$ cat src/rtl/baud_tick_gen.sv
// baud_tick_gen: programmable oversample / bit tick generator for the UART
// RX/TX paths of the debug/load link.
//
// A period counter produces a one-clock sample_tick every `period` enabled
// clocks. A power-of-two oversample counter derives mid_tick (bit centre)
// and bit_tick (bit end) from the sample ticks. New divisors are staged in
// a shadow register and swapped in only at a period boundary, so a running
// period is never shortened or stretched by a reload.
//
// Optional feature macro: BAUD_FRAC_EN
//   defined   - fractional accumulator adds 1/2^FRAC_WIDTH resolution to
//               the divisor (average period = div + frac/2^FRAC_WIDTH).
//   undefined - cfg_frac is accepted but ignored; period is exactly div.

module baud_tick_gen #(
  parameter int CLOCK_FREQ  = 50000000,
  parameter int BAUD_RATE   = 19200,
  parameter int OVERSAMPLE  = 16,
  parameter int DIV_WIDTH   = 16,
  parameter int FRAC_WIDTH  = 4,
  parameter int DEFAULT_DIV = CLOCK_FREQ / (BAUD_RATE * OVERSAMPLE)
) (
  input  logic                  clock,
  input  logic                  reset,
  input  logic                  enable,
  input  logic                  resync,
  input  logic                  cfg_load,
  input  logic [DIV_WIDTH-1:0]  cfg_div,
  input  logic [FRAC_WIDTH-1:0] cfg_frac,
  output logic                  cfg_err,
  output logic [DIV_WIDTH-1:0]  div_active,
  output logic                  sample_tick,
  output logic                  mid_tick,
  output logic                  bit_tick
);

  localparam int                   OS_W    = $clog2(OVERSAMPLE);
  localparam logic [OS_W-1:0]      OS_MID  = OS_W'(OVERSAMPLE / 2 - 1);
  localparam logic [OS_W-1:0]      OS_LAST = OS_W'(OVERSAMPLE - 1);
  localparam logic [DIV_WIDTH-1:0] DIV_RST = DIV_WIDTH'(DEFAULT_DIV);
  localparam logic [DIV_WIDTH-1:0] DIV_ONE = DIV_WIDTH'(1);
  localparam logic [DIV_WIDTH:0]   CNT_ONE = (DIV_WIDTH + 1)'(1);

  // State
  logic [DIV_WIDTH:0]   r_cnt;        // one bit wider so div+carry never overflows
  logic [OS_W-1:0]      r_os_cnt;
  logic [DIV_WIDTH-1:0] r_div;
  logic [DIV_WIDTH-1:0] r_div_shadow;
  logic                 r_pending;
  logic                 r_cfg_err;
  logic                 r_sample_tick;
  logic                 r_mid_tick;
  logic                 r_bit_tick;

  // Combinational
  logic                 w_carry;
  logic [DIV_WIDTH:0]   w_period;
  logic                 w_tc;
  logic                 w_hold;
  logic                 w_load_ok;
  logic                 w_apply_in;
  logic                 w_apply_sh;
  logic                 w_apply;

  // Divisors 0 and 1 cannot produce a meaningful tick stream; reject them.
  assign w_load_ok  = cfg_load && (cfg_div > DIV_ONE);

  // While stopped or realigning there is no running period to protect, so a
  // new divisor may take effect right away.
  assign w_hold     = resync || !enable;

  // A valid load in a hold cycle bypasses the shadow. Otherwise a pending
  // shadow value is swapped in at the period boundary (or on hold). A valid
  // load on a boundary cycle wins and re-arms the shadow for the next one.
  assign w_apply_in = w_load_ok && w_hold;
  assign w_apply_sh = !w_load_ok && r_pending && (w_hold || w_tc);
  assign w_apply    = w_apply_in || w_apply_sh;

  assign w_period   = {1'b0, r_div} + {{DIV_WIDTH{1'b0}}, w_carry};

  // >= rather than == so that a divisor shrunk while disabled (counter
  // already past the new end) still terminates instead of running to wrap.
  assign w_tc       = enable && !resync && (r_cnt >= (w_period - CNT_ONE));

`ifdef BAUD_FRAC_EN
  logic [FRAC_WIDTH-1:0] r_frac;
  logic [FRAC_WIDTH-1:0] r_frac_shadow;
  logic [FRAC_WIDTH-1:0] r_acc;
  logic [FRAC_WIDTH:0]   w_acc_sum;

  // The carry out of acc+frac stretches the period that is currently
  // running, so the first overflow lands on the last of 2^W/frac periods.
  assign w_acc_sum = {1'b0, r_acc} + {1'b0, r_frac};
  assign w_carry   = w_acc_sum[FRAC_WIDTH];

  // Fractional accumulator: restarts on realign or divisor change.
  always_ff @(posedge clock) begin
    if (reset || resync)  r_acc <= '0;
    else if (w_apply)     r_acc <= '0;
    else if (w_tc)        r_acc <= w_acc_sum[FRAC_WIDTH-1:0];
  end

  // Active and shadow fractional divisor, tracking the integer divisor.
  always_ff @(posedge clock) begin
    if (reset) begin
      r_frac        <= '0;
      r_frac_shadow <= '0;
    end else if (w_apply_in) begin
      r_frac        <= cfg_frac;
    end else if (w_load_ok) begin
      r_frac_shadow <= cfg_frac;
    end else if (w_apply_sh) begin
      r_frac        <= r_frac_shadow;
    end
  end
`else
  logic w_unused_frac;

  assign w_carry       = 1'b0;
  assign w_unused_frac = ^cfg_frac;
`endif

  // Period counter: counts enabled clocks, wraps at terminal count.
  always_ff @(posedge clock) begin
    if (reset || resync) r_cnt <= '0;
    else if (w_tc)       r_cnt <= '0;
    else if (enable)     r_cnt <= r_cnt + CNT_ONE;
  end

  // Oversample phase: advances once per sample tick, wraps naturally.
  always_ff @(posedge clock) begin
    if (reset || resync) r_os_cnt <= '0;
    else if (w_tc)       r_os_cnt <= r_os_cnt + OS_W'(1);
  end

  // Registered ticks, all issued the cycle after a terminal count.
  always_ff @(posedge clock) begin
    if (reset) begin
      r_sample_tick <= 1'b0;
      r_mid_tick    <= 1'b0;
      r_bit_tick    <= 1'b0;
    end else begin
      r_sample_tick <= w_tc;
      r_mid_tick    <= w_tc && (r_os_cnt == OS_MID);
      r_bit_tick    <= w_tc && (r_os_cnt == OS_LAST);
    end
  end

  // Integer divisor: active value, shadow and pending flag.
  always_ff @(posedge clock) begin
    if (reset) begin
      r_div        <= DIV_RST;
      r_div_shadow <= '0;
      r_pending    <= 1'b0;
    end else if (w_apply_in) begin
      r_div        <= cfg_div;
      r_pending    <= 1'b0;
    end else if (w_load_ok) begin
      r_div_shadow <= cfg_div;
      r_pending    <= 1'b1;
    end else if (w_apply_sh) begin
      r_div        <= r_div_shadow;
      r_pending    <= 1'b0;
    end
  end

  // Rejected-load flag, one cycle after the offending cfg_load.
  always_ff @(posedge clock) begin
    if (reset) r_cfg_err <= 1'b0;
    else       r_cfg_err <= cfg_load && !w_load_ok;
  end

  assign cfg_err     = r_cfg_err;
  assign div_active  = r_div;
  assign sample_tick = r_sample_tick;
  assign mid_tick    = r_mid_tick;
  assign bit_tick    = r_bit_tick;

endmodule
$ cat config.mk
export PLATFORM = sky130hd
export DESIGN_NAME = baud_tick_gen
export DESIGN_NICKNAME = d
export VERILOG_FILES = /design/src/rtl/baud_tick_gen.sv
export SDC_FILE = /design/constraint.sdc
export NUM_CORES = 1
export LEC_CHECK = 0
export ABC_AREA = 1
export CORE_MARGIN = 4
export CORE_UTILIZATION = 30
export DETAILED_ROUTE_END_ITERATION = 8
export GPL_ROUTABILITY_DRIVEN = 0
export SLEW_MARGIN = 30
export SYNTH_ARGS = -nofsm -noshare
export SYNTH_HDL_FRONTEND = slang
export SYNTH_SLANG_ARGS = --single-unit
export TNS_END_PERCENT = 50
$ cat constraint.sdc
create_clock -name clock -period 3 [get_ports clock]
set_input_delay 0.6 -clock clock [delete_from_list [all_inputs] [get_ports clock]]
set_output_delay 0.6 -clock clock [all_outputs]
set_load 0.05 [all_outputs]
==> summary.md, run 1 <==
The estimated wirelength of the detail-placed design was 6152 µm; the clock latency on the worst-skew pair was 320 ps. The aggregate global routing overflow came out at 0. The final critical delay including setup and external delays is 2848 ps. The number of buffers added on ports is 40, and the number of iterations in the first detailed-routing pass is 5. The biggest area contributor in the post-synthesis netlist is sky130_fd_sc_hd__dfxtp_1. The post-synthesis cell area was 0.003496 mm²; the initial antenna violation count was 0.

The cell with the most instances after synthesis is sky130_fd_sc_hd__nand2_1. Dividing total power by cell area gives a power density of 500.0 mW/mm². The synthesized netlist devotes 10.13% of its cell area to compound gates.

The tools report the final sum of negative setup slack as 0 ps. Total global-route track usage: 13.13%. The largest individual stage delay along the critical path comes from the cell sky130_fd_sc_hd__dfxtp_4. The top fanout value on the critical path was 8; the number of synthesized register bits was 58. The portion of netlist area occupied by mux cells was 0%; the storage element area was 0.001166 mm².

The maximum number of pins on one net before global-route repair was 33; the routed via count divided by cell count was 4.688. For the global-route wire length before repair, the log shows 14,320 µm. After synthesis, the largest family of logic cells by area is simple AND/OR/NAND/NOR gates.

Final antenna diode count: 0. The worst pin sits at a relative slew slack of 58.42%. The startpoint of the most critical register-to-register path was div_active[2]. Setup violations remaining at the end of the flow were counted as 0. By count the netlist is led by sky130_fd_sc_hd__nand2_1 (110), sky130_fd_sc_hd__inv_1 (65), sky130_fd_sc_hd__nor2_1 (60), sky130_fd_sc_hd__dfxtp_1 (58), sky130_fd_sc_hd__a21oi_1 (47). The share of synthesized area in the top cell type comes to 33.21%. The cell that appears most often on the critical path is sky130_fd_sc_hd__nand2_2. The total count of max-transition violations in the final report was 0; the initial DRC count was 95. The synthesis-to-finish area growth works out to 31.64%. Category of the worst setup path launch point: a flip-flop.

The total of max-cap violations came out at 0. The async set or reset register ratio after synthesis came out at 0%. The run gives 45 as the number of primary I/O pins. Clock-pin slew was measured on the worst setup and hold paths at 50 ps. The logs give 0 for the remaining design rule violation count and 0 for the remaining antenna violation count. Dividing the detail-routed wire length by the instance count gives 12.32 µm. The largest single stage delay on the critical path is 360 ps. After detailed routing, the total wire length is 8738 µm.

For the worst endpoint data arrival time, the log shows 3050 ps. The floorplan die height is 116.0 µm. The filler cells instantiated in the layout total 1,221. For flop-to-flop paths, the worst setup slack is 150 ps.

The XOR/XNOR share of the synthesized area is 6.013%. The clock net in this run drives a total of 58 sinks. The tools report the number of nets in the finished design as 608.

The number of distinct library cell variants in the gate-level netlist after synthesis was 30; the number of flops mapped to enable cells by yosys was 0. Hold timing on the final database bottoms out at a slack of 442.8 ps. Of the total synthesized cell area, the portion taken by full adders, half adders and majority gates is 7.158%. The worst register-to-register path has a depth of 19. The logs give 3,142 for the number of global-route vias before repair and 1.921 nW for the leakage power figure. The fraction of the core area covered by cells at the end of the flow was 40.30%; the simple-gate share of the synthesized area was 33.29%. Counting along the longest clock path gives a buffer depth of 2. The floorplan die width came out at 116.0 µm.

TritonCTS built the clock tree. Summing over every cut layer, the via total after detailed routing is 3,324. The run finished with clean final reports. The share of final-layout standard cells stronger than drive strength 1 was 13.07%; the number of cells produced by synthesis was 514. The logs give 39 for the floorplan row count and 0.2114 mV for the highest ir drop seen on vdd. The signal on the critical path passes through nor2_4 -> nand2_2 -> nor3_4 -> nand2_2 -> nor3_4 -> buf_4 -> xor2_1 -> inv_1 -> ha_4 -> nand2_2 -> nor2_2 -> nand2_2 -> nor3_4 -> nor2_4 -> nand3_4 -> buf_12 -> nand2_4 -> nand2_2 -> nand3_2. For this configuration, the core starts out at a cell density of 30.62%. The worst hold path belongs to the class flip-flop to flip-flop. The tools report the net count after synthesis as 559.

The region available for standard cell placement spans 0.01142 mm². The dominant synthesized flop cell is sky130_fd_sc_hd__dfxtp_1. The final critical path takes up 94.92% of the cycle. The most critical setup path has its startpoint at div_active[2].

The H-tree depth came out at 3. The critical path ends at div_active[7]. The cell at the root of the clock tree was sky130_fd_sc_hd__clkbuf_16. Setup repair after global routing could not meet its margin everywhere.

In this run, CTS created clock tree buffers numbering 9. Sorting the synthesized cells by area gives the leading types as sky130_fd_sc_hd__dfxtp_1 (33%), sky130_fd_sc_hd__nand2_1 (12%), sky130_fd_sc_hd__ha_1 (7.2%). In this run the critical register-to-register path is captured at div_active[7]. Data on the critical path is required at its endpoint by 3200 ps.

Across the routed clock network, the largest skew measured is 5.251 ps. Based on the critical path, the design can be clocked at up to 351.2 MHz. For the pin with the worst max-slew slack, the measured transition is 623.0 ps. The floorplan step defined a die boundary enclosing 0.01344 mm². Summing all multi-input logic gate instances after layout gives 0.002126 mm². The final number of hold-violating endpoints is 0. The tools report the number of warning messages in the yosys log as 0.

The synthesized area per cell works out to 6.801 µm². The kind of critical path was flip-flop to flip-flop. The proportion of synthesized chip area in sequential cells came out at 33.21%. Sort of element at the end of the critical path: a flip-flop.
==> worst min-delay path by stage <==
| stage | startpoint | end | slack, ps | cells after the start |
|---|---|---|---|---|
| after floorplan | r_div_shadow[0] | r_div_shadow[0] | 420 | 2 |
| after global placement | r_div_shadow[5] | r_div_shadow[5] | 430 | 2 |
| after detailed placement | r_div_shadow[11] | r_div_shadow[11] | 440 | 2 |
| after CTS | r_div_shadow[11] | r_div_shadow[11] | 440 | 2 |
| after global routing | r_div_shadow[11] | r_div_shadow[11] | 460 | 2 |
| final | r_div_shadow[12] | r_div_shadow[12] | 440 | 2 |
==> per-stage QoR <==
stage	cell area (µm²)	worst slack (ps)	std cells	power (mW)
finish	4602	152.3	709	2.301
global placement	4065	187.2	688	1.242
global route	4602	-91.05	709	2.405
floorplan	3496	88.03	514	1.123
CTS	4358	100.6	702	2.282
detailed placement	4065	124.8	688	1.253
==> flip-flops by register name, summed over array words and instances, names as in the netlist <==
signal        cells
bit_tick          1
cfg_err           1
div_active       16
mid_tick          1
r_cnt            17
r_div_shadow     16
r_os_cnt          4
r_pending         1
sample_tick       1
==> kinds of logic after synthesis <==
group / count (synthesis)
buffers and inverters: 87
DFF: 58
adders and majority gates: 20
xor gates and xnor gates: 24
AOI/OAI and AO/OA: 69
and+or+nand+nor: 256
==> cell usage in the layout (no fill, tap or decap), types with 9 or more instances in the layout <==
| cell type | Yosys | routed |
|---|---|---|
| sky130_fd_sc_hd__nand2_1 | 110 | 101 |
| sky130_fd_sc_hd__inv_1 | 65 | 63 |
| sky130_fd_sc_hd__nor2_1 | 60 | 57 |
| sky130_fd_sc_hd__dfxtp_1 | 58 | 56 |
| sky130_fd_sc_hd__a21oi_1 | 47 | 45 |
| sky130_fd_sc_hd__clkdlybuf4s50_1 | 0 | 40 |
| sky130_fd_sc_hd__nand3_1 | 38 | 32 |
| sky130_fd_sc_hd__o21ai_0 | 19 | 19 |
| sky130_fd_sc_hd__ha_1 | 20 | 19 |
| sky130_fd_sc_hd__nand4_1 | 17 | 17 |
| sky130_fd_sc_hd__xor2_1 | 15 | 15 |
| sky130_fd_sc_hd__buf_4 | 1 | 14 |
| sky130_fd_sc_hd__nor3_1 | 15 | 12 |
| sky130_fd_sc_hd__clkbuf_16 | 0 | 11 |
| sky130_fd_sc_hd__nand2_2 | 2 | 10 |
| sky130_fd_sc_hd__xnor2_1 | 9 | 9 |
==> area by class of cell <==
cell class                 count  area share (%)
clock buffer                  11           5.492
tap                          143           3.888
clock inverter                 3          0.8700
inverter                      67           5.465
multi-input combinational    369           46.19
sequential                    58           25.34
timing repair buffer          58           12.75
==> metal layers <==
metal | vias to the layer above | wire [µm] | GRT usage [%]
met5 | - | 0 | 0
met4 | 0 | 138 | 3.944
met3 | 10 | 337 | 3.342
met2 | 69 | 4311 | 22.17
met1 | 1484 | 3952 | 16.49
li1 | 1761 | - | -
==> critical path, delay by kind of cell (launching register included) <==
family | cells | cell delay (ps)
DFF | 1 | 360
buffers and inverters | 3 | 390
and+or+nand+nor | 14 | 1530
adders and majority gates | 1 | 270
xor gates and xnor gates | 1 | 160
==> power breakdown <==
part | internal [mW] | leakage [nW] | switching [mW]
Sequential | 0.805 | 0.473 | 0.0481
Combinational | 0.169 | 1.30 | 0.258
Clock | 0.675 | 0.147 | 0.345
Total | 1.65 | 1.92 | 0.652
==> timing repair <==
item,in CTS,in global routing
gates resized for setup,0,38
setup endpoints to repair,0,40
buffers inserted,0,4
hold endpoints to repair,0,0
hold buffers,0,0
(Power assumes the default switching activity.)
==> run 2, diff against run 1 <==
--- a/config.mk
+++ b/config.mk
@@ -9,7 +9,7 @@
 export CORE_MARGIN = 4
 export CORE_UTILIZATION = 30
 export DETAILED_ROUTE_END_ITERATION = 8
-export GPL_ROUTABILITY_DRIVEN = 0
+export PLACE_DENSITY_LB_ADDON = 0.15
 export SLEW_MARGIN = 30
 export SYNTH_ARGS = -nofsm -noshare
 export SYNTH_HDL_FRONTEND = slang
==> run 2 against run 1 <==
Clock skew about the same. Die area unchanged. Worst setup slack better by 12 ps. Critical endpoint is now div_active[12]. Largest power group unchanged.
==> summary.md, run 2 (synthesis gave the netlist of run 1 again) <==
On the final layout, the worst hold slack is 441.6 ps. Data on the critical path is required at its endpoint by 3220 ps. The tightest min-delay check is of the flip-flop to flip-flop type. The maximum number of pins on one net before global-route repair was 35. The H-tree depth came out at 3. Setup repair after global routing could not meet its margin everywhere.

After routing the design area is 0.004599 mm². The buffer and inverter count on the worst path came out at 3. For the initial core utilization, the log shows 30.62%. The signal on the critical path passes through nor2_2 -> nand2_1 -> nor3_2 -> nand2_2 -> nor3_4 -> buf_4 -> xor2_1 -> inv_1 -> ha_1 -> nand2_1 -> nor2_2 -> nand2_2 -> nor3_4 -> nor2_4 -> nand3_4 -> clkbuf_16 -> nand3_1 -> nand2_1 -> nor2_1. The detailed router placed 3,267 vias in this run. Of all nets on the critical path, the largest fanout is 8. For the pin with the worst max-slew slack, the measured transition is 531.6 ps.

The initial antenna violation count was 0. The floorplan row count is 39. The area of the placeable core was 0.01142 mm²; the number of nets in the finished design was 609. Relative to the synthesized area, the layout overhead comes to 31.57%.

Sort of element at the end of the critical path: a flip-flop. The worst endpoint data arrival time was 3060 ps. In this design, the stage delay of the slowest critical-path cell is 350 ps. No sink is reached through more buffers than the 2 on the longest clock path.

After detailed placement, the design holds a cell count of 689. TritonCTS built the clock tree. Floorplan die height: 116.0 µm. Counting every sink on the clock net gives 58. The routed via count divided by cell count was 4.588. Final period utilization: 94.53%. Timing would allow up to 352.6 MHz. The library cell used most frequently in the layout, excluding fill and tap cells, is sky130_fd_sc_hd__nand2_1. The estimated wirelength of the detail-placed design came out at 6180 µm.

For this run, design rule violations remaining after detail routing come to 0. The kind of critical path was flip-flop to flip-flop. The total global-route track usage was 13.32%; the number of clock buffers inserted by TritonCTS was 9. The tools report the aggregate global routing overflow as 0. The die is 116.0 µm wide.

The average wire per cell in the routed design came out at 12.02 µm. Among cell families on the critical path, the largest total delay comes from simple AND/OR/NAND/NOR gates. Total count of max-transition violations in the final report: 0. The final number of hold-violating endpoints is 0. In this run the cell area measured after placement is 0.004085 mm². Across the VDD grid, the largest voltage drop is 0.2608 mV.

At the end of routability-driven placement, the weighted congestion stood at 0.7538. The setup violation total in the final timing report is 0. Summed over all layers, the routed wires come to 8557 µm. Of the cells placed in the final design, the portion with a size suffix greater than 1 is 12.65%. Setup total negative slack on the finished layout was measured at 0 ps.

The number of buffers added on ports works out to 40. The clock arrives with 5.149 ps of skew. The run gives 1.915 nW as the leakage power figure. The remaining antenna violation count is 0. The category of the worst setup path launch point is a flip-flop.

The clock latency on the worst-skew pair is 330 ps, and the final critical delay including setup and external delays is 2836 ps. Register bank with the most flops: r_cnt. Once layout is complete, the cells apart from fillers number 712. The power density relative to cell area was 496.8 mW/mm².

Leaving out fill and tap cells, the most frequent cells in the layout are sky130_fd_sc_hd__nand2_1 (103), sky130_fd_sc_hd__inv_1 (64), sky130_fd_sc_hd__nor2_1 (56), sky130_fd_sc_hd__dfxtp_1 (56), sky130_fd_sc_hd__a21oi_1 (45). The tools report the number of global-route vias before repair as 3,122. 45 I/O pins were placed.

After clock tree synthesis, the flow added hold-fix buffers numbering 0. The tree is rooted in a sky130_fd_sc_hd__clkbuf_16. Max-cap violations in this run came to 0. The first global-routing pass estimated 14,310 µm of wire. The number of antenna diodes in the final layout is 0. The flow ran to the end, and the final reports show no timing, DRC or antenna violations.

The worst max-slew margin expressed relative to the limit is 64.45%. The slowest stage of the critical path is the sky130_fd_sc_hd__dfxtp_4 cell. By instance count, the cell type seen most on the critical path is sky130_fd_sc_hd__nand2_1. The detailed router finished its first iteration with 123 violations.

The register with the most flip-flops in the layout has 17 of them. After clock tree synthesis, the clock-pin slew on the worst setup and hold paths is 50 ps. The pre-antenna-repair detailed-routing pass consisted of 4 iterations. The die covers 0.01344 mm².
==> run 2: final cells by class <==
type | count | area [µm²]
inverter | 67 | 251.5
clock inverter | 7 | 70.07
fill | 1196 | 6819
timing repair buffer | 59 | 610.6
multi-input combinational | 369 | 2097
sequential | 58 | 1166
tap | 143 | 178.9
clock buffer | 9 | 225.2
==> run 2: stage by stage <==
step | power (mW) | setup WS (ps) | utilization, %
3_3_place_gp | 1.250 | 129.3 | 35.78
4_1_cts | 2.283 | 48.82 | 38.36
2_1_floorplan | 1.123 | 88.03 | -
5_1_grt | 2.406 | -89.22 | 40.28
3_5_place_dp | 1.256 | 81.47 | 35.78
6_report | 2.285 | 164.0 | 40.28
==> run 2: where the power goes <==
group | total, mW | internal, mW | switching [mW] | leakage (nW)
clock network | 1.01 | 0.638 | 0.373 | 0.133
logic | 0.425 | 0.172 | 0.253 | 1.31
registers | 0.849 | 0.805 | 0.0442 | 0.473
==> run 2: metal layers <==
layer	vias to the layer above	part of all wire (%)	global-route usage, %
met3	9	3.0	3.394
met2	41	50	22.90
met5	-	0	0
met4	0	1.5	4.872
li1	1764	-	-
met1	1453	46	16.02
==> run 2: final timing paths <==
check,from,endpoint,slack (ps),cells after the start
max,div_active[2],div_active[12],160,19
min,r_div_shadow[7],r_div_shadow[7],440,2
max reg2reg,div_active[2],div_active[12],160,19
min reg2reg,r_div_shadow[7],r_div_shadow[7],440,2
==> run 2: tightest hold or removal path, cell delays in order (launching register included) <==
cell,delay (ps)
sky130_fd_sc_hd__dfxtp_1,300
sky130_fd_sc_hd__inv_1,50
sky130_fd_sc_hd__a21oi_1,50
==> run 2: repair_timing <==
action | 4_1_cts | 5_1_grt
gates resized for setup | 0 | 34
buffers inserted | 0 | 5
setup endpoints to repair | 0 | 41
==> run 3, diff against run 2 <==
--- a/config.mk
+++ b/config.mk
@@ -6,6 +6,7 @@
 export NUM_CORES = 1
 export LEC_CHECK = 0
 export ABC_AREA = 1
+export CORE_ASPECT_RATIO = 1.75
 export CORE_MARGIN = 4
 export CORE_UTILIZATION = 30
 export DETAILED_ROUTE_END_ITERATION = 8
==> run 3 against run 2 <==
Worst setup slack improved by 16 ps. Largest power group unchanged. Sequential share of layout area fell by 0.66 points. Via count rose by 2.3%. Routed wire length rose by 3.1%. Sequential power barely moved. Critical endpoint is now div_active[8]. Core utilization rose by 1.5 points. Power rose by 4.6%. Combinational power rose by 7.5%. Register-to-register slack improved by 20 ps. Maximum frequency rose by 0.58%. Critical path type unchanged. Flip-flop and latch count did not move. Critical path depth fell by 1.
==> summary.md, run 3 (synthesis gave the netlist of run 1 again) <==
After routing the design area is 0.004723 mm². Across all hold checks on the routed design, the worst slack comes to 441.3 ps. The total overflow left after global routing is 0.

Before antenna repair, the detailed router went through 4 iterations. The final antenna diode count is 0, and the global-route wire length before repair is 14,550 µm. Remaining design rule violation count: 0. At the end of the flow, the number of nets in the layout was 610. The worst pin sits at a relative slew slack of 65.28%. Final critical delay including setup and external delays: 2820 ps. In this run the deepest clock path goes through 2 buffers. The run finished with clean final reports.

Counting every sink on the clock net gives 58. The logs give 0.01351 mm² for the area of the die and 9.126 ps for the largest clock skew in the final design. The clock edge transition at the registers on the reported setup and hold paths works out to 50 ps. Setup slack on the worst reg-to-reg path comes out at 180 ps. Cells fill 41.82% of the core in the end.

The setup violation total in the final timing report is 0, and the leakage power figure is 1.966 nW. After layout, the worst path uses 93.99% of the clock period. Dividing the detail-routed via count by the number of cells gives 4.762. Setup repair after global routing could not meet its margin everywhere. For this design the top-level I/O count stands at 45.

The library cell used most frequently in the layout, excluding fill and tap cells, is sky130_fd_sc_hd__nand2_1. The total global-route track usage came out at 13.69%. In this run the cell area measured after placement is 0.004074 mm². In this run the worst path has a maximum fanout of 7.

For the worst-skew pair, the clock arrives at the later sink with an insertion delay of 320 ps. The run gives 35 as the maximum number of pins on one net before global-route repair. The H-tree depth is 3. Once detailed placement completed, the half-perimeter wirelength came to 6425 µm.

The count of buffers added on input and output ports is 40. The run gives 702 as the number of cells in the finished layout apart from fillers. The total wire length is 8819 µm. Max-cap violations in this run came to 0. Compared with the post-synthesis result, the final layout area differs by 35.11%. Summing all flip-flop and latch instances after layout gives 0.001166 mm². TritonCTS built the clock tree.

Floorplan die width: 89.60 µm. The number of cells on the worst reg-to-reg path is 18. STA puts the critical path data arrival time at 3040 ps. Endpoint of the lowest-slack register-to-register path: div_active[8].

The worst-case IR drop observed on VDD is 0.2681 mV. The tools report the initial DRC count as 127. In the final timing run, aggregate negative setup slack is 0 ps.

Capture endpoint of the worst hold path: r_div_shadow[7]. The register with the most flip-flops in the layout has 17 of them. The type of the worst min-delay path was flip-flop to flip-flop.

In this run the most critical hold path is launched from r_div_shadow[7]. The initial antenna violation count was 0; the floorplan die height was 150.8 µm. The initial utilization of the core area, before any placement, comes to 30.95%. After detailed routing, the average wire length per cell comes to 12.56 µm. In this run the power density over the cells is 506.0 mW/mm².

The placer's final routability congestion estimate was 0.7725. The transition time of the tightest slew-check pin is 519.2 ps, and the total power of the final layout is 2.390 mW. The startpoint identified for the worst register-to-register timing path is div_active[2].

In this run the core area contains 51 standard-cell rows. In this run, placement finished with an instance count of 680. Leaving out fill and tap cells, the most frequent cells in the layout are sky130_fd_sc_hd__nand2_1 (102), sky130_fd_sc_hd__inv_1 (62), sky130_fd_sc_hd__dfxtp_1 (56), sky130_fd_sc_hd__nor2_1 (55), sky130_fd_sc_hd__clkdlybuf4s50_1 (40).

The total count of max-transition violations in the final report was 0. For the final number of hold-violating endpoints, the log shows 0. By startpoint and endpoint, the worst setup path is classified as flip-flop to flip-flop. Worst slack at placement: 58.41 ps. The number of clock buffers inserted by TritonCTS was 9.

The highest achievable clock rate was 354.6 MHz. Of the cells placed in the final design, the portion with a size suffix greater than 1 is 15.61%. The worst setup path is launched from a flip-flop. The multi-input combinational cells in the finished layout cover a total of 0.002206 mm². CTS placed an instance of sky130_fd_sc_hd__clkbuf_16 at the clock tree root.

Layout filler cell count: 1,162. Sort of element at the end of the critical path: a flip-flop. The remaining antenna violation count is 0, and the area of the placeable core is 0.01129 mm². Along the worst hold path, the cell count comes to 2.

The number of global-route vias before repair was 3,167. At the worst endpoint, the required time is 3220 ps. The register with the most flip-flops in the final layout is r_cnt. The detailed router placed 3,343 vias in this run. In the post-route analysis, the smallest setup slack over all paths is 180.2 ps.
## run 3: cell types whose count changed in the layout (fill, tap and decap cells not counted), sizes merged
cell	previous run	this run
clkinv	2	0
clkbuf	11	15
clkinvlp	4	2
buf	17	18
## run 3: metal layers
layer | vias up | track usage [%] | routed length [µm]
li1 | 1766 | - | -
met3 | 19 | 3.212 | 299
met5 | - | 0 | 0
met2 | 51 | 24.41 | 4842
met1 | 1507 | 15.07 | 3387
met4 | 0 | 5.663 | 289
## run 3: how the worst max path moves through the flow
stage                             start        endpoint  slack [ps]  depth (start not counted)
after floorplan           div_active[0]       r_cnt[11]          90                         20
after global placement    div_active[0]  div_active[14]          90                         19
after detailed placement  div_active[0]  div_active[14]          60                         19
after CTS                 div_active[0]  div_active[14]          50                         19
after global routing      div_active[2]  div_active[10]         -70                         20
final                     div_active[2]   div_active[8]         180                         18
## run 3: area by class of cell
cell class	count	share of cell area, %
clock buffers	13	5.934
multi-input cells	369	46.70
clock inverters	3	0.9536
inverters	67	5.324
repair buffers	60	12.90
flip-flops and latches	58	24.69
well taps	132	3.497
## run 3: power by group
part	internal (mW)	total [mW]	leakage (nW)	switching [mW]
combinational	0.186	0.457	1.34	0.270
sequential	0.805	0.852	0.473	0.0466
clock	0.732	1.08	0.154	0.349
total	1.72	2.39	1.97	0.666
## run 3: timing repair
item / in CTS / in global routing
buffers inserted: 0 / 3
hold buffers: 0 / 0
endpoints found under the setup margin: 0 / 41
gates resized for setup: 0 / 58
## run 3: worst max-delay path: stages (launching register included)
cell and delay [ps]:
sky130_fd_sc_hd__dfxtp_4 360, sky130_fd_sc_hd__nor2_4 100, sky130_fd_sc_hd__nand2_2 80, sky130_fd_sc_hd__nor3_4 190, sky130_fd_sc_hd__nand2_2 110, sky130_fd_sc_hd__nor3_4 260, sky130_fd_sc_hd__nand3_2 100, sky130_fd_sc_hd__xor2_1 170
sky130_fd_sc_hd__ha_1 300, sky130_fd_sc_hd__nand2_2 60, sky130_fd_sc_hd__nor2_2 150, sky130_fd_sc_hd__nand2_4 90, sky130_fd_sc_hd__nor3_4 190, sky130_fd_sc_hd__nor2_4 70, sky130_fd_sc_hd__nand3_4 140, sky130_fd_sc_hd__clkbuf_16 180
sky130_fd_sc_hd__nand3_1 60, sky130_fd_sc_hd__nand2_1 60, sky130_fd_sc_hd__nor2_1 40
